**config.mk**
```make
export PLATFORM = sky130hd
export DESIGN_NAME = frame_capture_ctrl
export DESIGN_NICKNAME = d
export VERILOG_FILES = /design/src/rtl/frame_capture_ctrl.sv
export SDC_FILE = /design/constraint.sdc
export NUM_CORES = 1
export LEC_CHECK = 0
export BUFFER_PORTS_ARGS = -buffer_cell sky130_fd_sc_hd__clkbuf_2
export CORE_ASPECT_RATIO = 2
export CORE_MARGIN = 2
export CORE_UTILIZATION = 47
export DETAILED_ROUTE_END_ITERATION = 16
export PLACE_DENSITY_LB_ADDON = 0.3
export SYNTH_ARGS = -nofsm -noshare
export SYNTH_HDL_FRONTEND = slang
export SYNTH_SLANG_ARGS = --single-unit
export TNS_END_PERCENT = 50
```
**constraint.sdc**
```tcl
create_clock -name pclk -period 3.5 [get_ports pclk]
set_input_delay 0.35 -clock pclk [delete_from_list [all_inputs] [get_ports pclk]]
set_output_delay 0.35 -clock pclk [all_outputs]
set_load 0.03 [all_outputs]
```
**src/rtl/frame_capture_ctrl.sv**
```systemverilog
// frame_capture_ctrl: measures incoming frame geometry and sequences multi-frame
// captures, emitting expanded pixels, a pixel-valid qualifier and frame-boundary strobes.
module frame_capture_ctrl #(
  parameter int FRAMES_W = 8
) (
  input  logic                pclk,
  input  logic                rst_n,
  input  logic                hblnk,
  input  logic                vblnk,
  input  logic [11:0]         rgb_in,
  input  logic                cap_req,
  input  logic [FRAMES_W-1:0] cap_frames,
  output logic [7:0]          r,
  output logic [7:0]          g,
  output logic [7:0]          b,
  output logic                pix_valid,
  output logic                go,
  output logic [15:0]         xdim,
  output logic [15:0]         ydim,
  output logic                busy,
  output logic                done,
  output logic                dim_err
);
  typedef enum logic [1:0] {IDLE, WAIT_SOF, CAPT, FINISH} state_t;
  state_t r_state, w_nxt;
  logic r_hb, r_vb, r_act, r_sof_seen, r_meas_ok, r_first, r_go, r_done, r_dim_err;
  logic [15:0] r_pcnt, r_line_w, r_lines, r_meas_x, r_meas_y, r_xdim, r_ydim;
  logic [FRAMES_W-1:0] r_fl;
  logic [7:0] r_r, r_g, r_b;
  logic w_act, w_sof, w_eof, w_hend, w_go, w_done, w_take;
  logic [15:0] w_lw, w_ln;
  assign w_act  = ~hblnk & ~vblnk;
  assign w_sof  = r_vb & ~vblnk;
  assign w_eof  = ~r_vb & vblnk;
  assign w_hend = ~r_hb & hblnk & (r_pcnt != 16'd0);
  // a line ending in the same cycle as EOF still counts toward this frame
  assign w_lw   = w_hend ? r_pcnt : r_line_w;
  assign w_ln   = (w_hend && r_lines != 16'hFFFF) ? r_lines + 16'd1 : r_lines;
  always_ff @(posedge pclk or negedge rst_n) begin
    if (!rst_n) begin
      r_hb       <= 1'b0;
      r_vb       <= 1'b0;
      r_act      <= 1'b0;
      r_sof_seen <= 1'b0;
      r_meas_ok  <= 1'b0;
      r_pcnt     <= '0;
      r_line_w   <= '0;
      r_lines    <= '0;
      r_meas_x   <= '0;
      r_meas_y   <= '0;
      r_r        <= '0;
      r_g        <= '0;
      r_b        <= '0;
    end else begin
      r_hb  <= hblnk;
      r_vb  <= vblnk;
      r_act <= w_act;
      r_r   <= {rgb_in[11:8], rgb_in[11:8]};
      r_g   <= {rgb_in[7:4], rgb_in[7:4]};
      r_b   <= {rgb_in[3:0], rgb_in[3:0]};
      if (w_sof) r_sof_seen <= 1'b1;
      if (w_eof) begin
        r_pcnt   <= '0;
        r_line_w <= '0;
        r_lines  <= '0;
        // only a frame that began after reset is trusted as a measurement
        if (r_sof_seen) begin
          r_meas_x  <= w_lw;
          r_meas_y  <= w_ln;
          r_meas_ok <= 1'b1;
        end
      end else if (w_hend) begin
        r_line_w <= r_pcnt;
        r_lines  <= w_ln;
        r_pcnt   <= '0;
      end else if (w_act && r_pcnt != 16'hFFFF) begin
        r_pcnt <= r_pcnt + 16'd1;
      end
    end
  end
  always_comb begin
    w_nxt  = r_state;
    w_go   = 1'b0;
    w_done = 1'b0;
    w_take = 1'b0;
    case (r_state)
      IDLE: begin
        w_take = cap_req;
        w_nxt  = cap_req ? WAIT_SOF : IDLE;
      end
      WAIT_SOF: begin
        w_go  = w_sof & r_meas_ok;
        w_nxt = w_go ? CAPT : WAIT_SOF;
      end
      CAPT: begin
        w_done = w_eof & (r_fl == FRAMES_W'(1));
        w_go   = w_done;
        w_nxt  = w_eof ? (w_done ? FINISH : WAIT_SOF) : CAPT;
      end
      default: w_nxt = IDLE;
    endcase
  end
  always_ff @(posedge pclk or negedge rst_n) begin
    if (!rst_n) begin
      r_state   <= IDLE;
      r_go      <= 1'b0;
      r_done    <= 1'b0;
      r_fl      <= '0;
      r_first   <= 1'b0;
      r_dim_err <= 1'b0;
      r_xdim    <= '0;
      r_ydim    <= '0;
    end else begin
      r_state <= w_nxt;
      r_go    <= w_go;
      r_done  <= w_done;
      if (w_take) begin
        r_fl      <= (cap_frames == '0) ? FRAMES_W'(1) : cap_frames;
        r_dim_err <= 1'b0;
        r_first   <= 1'b1;
      end
      // geometry is frozen by the first captured frame of a request
      if (r_state == WAIT_SOF && w_go && r_first) begin
        r_xdim  <= r_meas_x;
        r_ydim  <= r_meas_y;
        r_first <= 1'b0;
      end
      if (r_state == CAPT && w_eof) begin
        r_fl <= r_fl - FRAMES_W'(1);
        if (w_lw != r_xdim || w_ln != r_ydim) r_dim_err <= 1'b1;
      end
    end
  end
  assign r         = r_r;
  assign g         = r_g;
  assign b         = r_b;
  assign pix_valid = r_act & (r_state == CAPT);
  assign go        = r_go;
  assign done      = r_done;
  assign busy      = r_state != IDLE;
  assign xdim      = r_xdim;
  assign ydim      = r_ydim;
  assign dim_err   = r_dim_err;
endmodule
```
Word-level counts from Yosys, hierarchy flattened. Index checks and enable logic that the tools add are counted.

Add/subtract/negate cells: 3. Bitwise operators: 12. Muxes and demuxes: 24. Equality and inequality tests: 7. Reductions and logical operators: 15.

Operators with widths (number): $mux 16 (8); $add 16x1->16 const B (2); $ne 16x16->1 (2); $ne 16x16->1 const B (2); $mux 8 (3); $reduce_bool 16->1 (1); $and 1x1->1 (8); $eq 8x1->1 const B (1); $logic_not 8->1 (1); $mux 1 (8); $reduce_bool 2->1 (4); $sub 8x1->8 const B (1); $mux 2 (3); $pmux 2 s3 (1); $logic_and 1x1->1 (5); $not 1->1 (4); $reduce_bool 3->1 (1); $eq 2x1->1 const B (1); $eq 2x2->1 const B (1); $logic_not 2->1 (1); $pmux 1 s2 (1); $reduce_and 2->1 (1); $logic_or 1x1->1 (1).

Register bits after elaboration: 155. Logic and storage cells: 82.

Logic depth before layout (Yosys ltp).
Depth after elaboration: 9. Depth in mapped cells: 10. Depth with buffers taken out: 9.

Least setup slack after synthesis. OpenSTA, ideal clock, no wires.

Path kind: reg-to-reg. From: register r_pcnt[1]. To: register r_dim_err (netlist: dim_err). Library setup time: 0.145 ns. Slack: 0.449 ns. Data required time: 3.355 ns. Arrival time: 2.906 ns. Clock period less this slack: 3.051 ns. Path buffers: 1. Stages on the path, launching flop included: 11. Cell sequence: dfrtp_1 -> inv_1 -> ha_1 -> or3b_2 -> o41ai_4 -> buf_2 -> mux2i_1 -> o22ai_1 -> a2111o_1 -> nor4_1 -> a41oi_1.

Word-level cells in the longest chain between the ends: 8. Elaborated cells on any way between the ends: 10. Those cells by class: eq/ne (2); mux (4); bitwise (1); reduce/logical (3).

Ends and longest elaborated chain: start: declaration (RTL line 27) `logic [15:0] r_pcnt, r_line_w, r_lines, r_meas_x, r_meas_y, r_xdim, r_ydim;`; start signal: assignment (RTL line 77) `r_pcnt <= r_pcnt + 16'd1;`; $reduce_bool 16->1 (RTL line 35) `assign w_hend = ~r_hb & hblnk & (r_pcnt != 16'd0);`; $and 1x1->1 (RTL line 35); $logic_and 1x1->1 (RTL line 38) `assign w_ln = (w_hend && r_lines != 16'hFFFF) ? r_lines + 16'd1 : r_lines;`; $mux 16 (RTL line 38); $ne 16x16->1 (RTL line 130) `if (w_lw != r_xdim || w_ln != r_ydim) r_dim_err <= 1'b1;`; $logic_or 1x1->1 (*) (RTL line 130); $mux 1 (*) (RTL line 130); $mux 1 (*) (RTL line 128) `if (r_state == CAPT && w_eof) begin`; end signal: assignment (RTL line 110) `r_dim_err <= 1'b0;`; end signal: assignment (RTL line 119) `r_dim_err <= 1'b0;`; end signal: assignment (RTL line 130); end: declaration (RTL line 26) `logic r_hb, r_vb, r_act, r_sof_seen, r_meas_ok, r_first, r_go, r_done, r_dim_err;`.

Every way passes the cells marked *; elsewhere a longest branch is shown, timed or not. A chain may end at the register's enable or synchronous reset.

Worst setup path in the final report. Ends and elaborated chain as after synthesis.

==> impl_metrics.json <==
{
  "rrSetupSlack_ns": 0.30,
  "cts_num_sinks": 143,
  "rows": 62,
  "multi_input_area_sq_um": 2910,
  "die_area_sq_um": 15500,
  "instances_no_fill": 939,
  "via_per_inst": 5.51,
  "cap_violations": 0,
  "required_ns": 3.77,
  "cp_slowest_cell": "or3b_2",
  "synth_area_sq_um": 6780,
  "yosys_warnings": 0,
  "r2r-start": "r_pcnt[1]",
  "cp_max_fo": 17,
  "dr.pass1.iters": 6,
  "crit_family": "compound AO/OA/AOI/OAI gates",
  "synth_top_area_share_pct": 52.8,
  "hold_viol": 15,
  "ir_drop_v": 0.000341,
  "grt_pass1_vias": 5197,
  "p_seq_share_pct": 42.2,
  "fin_hold_ws_ns": -0.0163,
  "failed_checks": "negative hold slack",
  "critical_path_class": "reg2reg",
  "numCtsBuffers": 17,
  "fillerInstances": 1229,
  "area_delta_synth_final_pct": 17.7,
  "ant_nets": 0,
  "cp.arrival_ns": 3.47,
  "fin_crit_sh_pct": 91.5,
  "cp_slowest_stage_delay_ns": 0.49,
  "wl_microns": 15700,
  "die_h_microns": 174,
  "io_pins": 86,
  "r2r_cells": 10,
  "grt_use_total_pct": 21.5,
  "tns_ns": 0,
  "yosysTopAreaCell": "dfrtp_1",
  "fmax_ghz": 0.312,
  "p_sw_share_pct": 29.4,
  "ff_latch_area_sq_um": 3580,
  "diodes": 0,
  "place.gp.congestion": 0.940,
  "wire_per_inst_microns": 16.7,
  "startpoint_type": "register",
  "initial_core_util_pct": 47.7,
  "finish.utilization_pct": 56.2,
  "status": "finished with violations",
  "clk_pin_slew_ns": 0.06,
  "grt_max_degree": 86,
  "comb_power_share_pct": 16.3,
  "clock_skew_ns": 0.00986,
  "ys_async_sr_fraction_pct": 100,
  "worst_pin_slew_ns": 0.805,
  "dieWidth_microns": 88.9,
  "cp.depth": 10,
  "rsz0062_at_grt": "false",
  "clockBufferDepth": 2,
  "power.density_nw_per_um2": 565,
  "p_switching_uw": 1320,
  "ys.flop_type": "dfrtp_1",
  "synthCells": 659,
  "syn_area_per_cell_sq_um": 10.3,
  "grt-ovfl-total": 0,
  "relSlewSlack_pct": 46.3,
  "cts-root-buf": "clkbuf_16",
  "nets": 768,
  "drc": 0,
  "cp_cell_sequence": "inv_1, ha_1, or3b_2, o41ai_4, buf_6, mux2i_1, a22o_1, a2111o_1, nor4_1, a41oi_1",
  "clkPwrFrac_pct": 41.5,
  "placed_cells": 907,
  "period_minus_slack_ns": 3.20,
  "ys_seq_area_share_pct": 52.8,
  "antenna_found_initial": 0,
  "yosys.cell_types.count": 53,
  "cts_tree": "yes",
  "coreArea_sq_um": 14200,
  "p_total_uw": 4510,
  "synth_fp_nets": 693,
  "r2r_end": "dim_err",
  "synth-edff-count": 0,
  "ys_seq_elements": 143,
  "p_int_uw": 3180,
  "setup_violations": 0,
  "endpoint_kind": "register",
  "insertion_delay_ns": 0.42,
  "cp_num_buf_inv": 2,
  "post_cts_buffers": 0,
  "total_leakage_power_uw": 0.00386,
  "portBuffers": 85,
  "initialDrtViolationCount": 369,
  "vias": 5178,
  "hpwlAfterDp_microns": 10900,
  "ctsHtreeMaxLevel": 4,
  "maxSlewViolCount": 0,
  "synth_area_leaders": "dfrtp_1 (53%), mux2_2 (5.5%), nor2_1 (3.9%)",
  "grt_pass1_wl_microns": 25800,
  "hold_class": "in2async",
  "drive_above_1_share_pct": 22.5
}
worst max-delay path by stage:
stage / to / startpoint
after detailed placement: dim_err / r_pcnt[1]
after global placement: dim_err / r_pcnt[11]
after floorplan: dim_err / r_pcnt[1]
after global routing: dim_err / r_pcnt[0]
final: dim_err / r_pcnt[1]
after CTS: dim_err / r_pcnt[1]
placed cells by master, fill, tap and decap left out, types with 7 or more instances in the layout:
| master | Yosys | layout |
|---|---|---|
| nand4_1 | 17 | 17 |
| nor4_1 | 10 | 10 |
| o21ai_0 | 50 | 50 |
| clkbuf_2 | 0 | 84 |
| nor2b_1 | 12 | 12 |
| dfrtp_1 | 143 | 143 |
| mux2_2 | 33 | 33 |
| nand2_1 | 52 | 51 |
| buf_4 | 12 | 7 |
| inv_1 | 28 | 28 |
| a21oi_1 | 22 | 22 |
| and3_1 | 8 | 8 |
| nor2_1 | 70 | 69 |
| o22ai_1 | 8 | 8 |
| clkbuf_16 | 0 | 17 |
| xor2_1 | 29 | 29 |
| nand3_1 | 16 | 16 |
| ha_1 | 9 | 9 |
| nor3_1 | 13 | 13 |
| mux2i_1 | 11 | 10 |
| xnor2_1 | 26 | 26 |
flip-flops by register name, indices dropped and copies added, names as in the netlist, 2 cells and up:
signal,flops
r_fl,8
r_meas_x,16
g,4
b,4
r,4
r_pcnt,16
xdim,16
r_lines,16
r_meas_y,16
r_line_w,16
r_state,2
ydim,16
power by group through the flow:
stage               clock network (uW)  logic, uW  registers [uW]
finish                            1870        736            1900
global route                      1980        829            1920
CTS                               1910        741            1900
detailed placement                   0        731            1930
global placement                     0        718            1920
floorplan                            0        471            1940
synthesized netlist by cell type (all sizes together) (16+ instances only):
library cell	count
nand3	16
xnor2	26
inv	28
a21oi	22
xor2	29
o21ai	51
nor2	70
clkbuf	24
nand4	17
dfrtp	143
mux2	33
nand2	52
cell families after synthesis:
kind of cell	count (synthesis)	share of synthesized area, %
xor gates and xnor gates	55	7.11
DFF	143	52.8
adders and majority gates	9	1.66
and+or+nand+nor	228	16.7
AOI/OAI and AO/OA	113	10.2
muxes	44	7.11
buffers and inverters	67	4.41
timing repair:
action	CTS	global route
endpoints found under the setup margin	0	1
gates resized for setup	0	2
hold buffers	0	0
per-layer routing:
metal / vias to the layer above / global-route usage, % / wire, microns
met5: - / 0 / 0
met4: 0 / 9.22 / 498
met3: 40 / 3.81 / 657
met2: 153 / 33.2 / 7700
met1: 2547 / 29.3 / 6800
li1: 2438 / - / -
per-stage QoR:
stage	area (sq um)	worst slack, ns	hold slack, ns
floorplan	6780	0.449	0.0544
global placement	7360	0.464	0.457
detailed placement	7360	0.358	0.460
CTS	7970	0.237	0.0201
global route	7980	0.0483	0.0180
finish	7980	0.298	-0.0163
layout make-up:
cell class	instances	area share [%]
tap	192	3.01
clock inverter	14	2.26
clock buffer	18	5.38
multi-input combinational	449	36.5
sequential	143	44.9
timing repair buffer	95	6.71
inverter	28	1.32
Note: power is estimated with default switching activity, not from simulation.
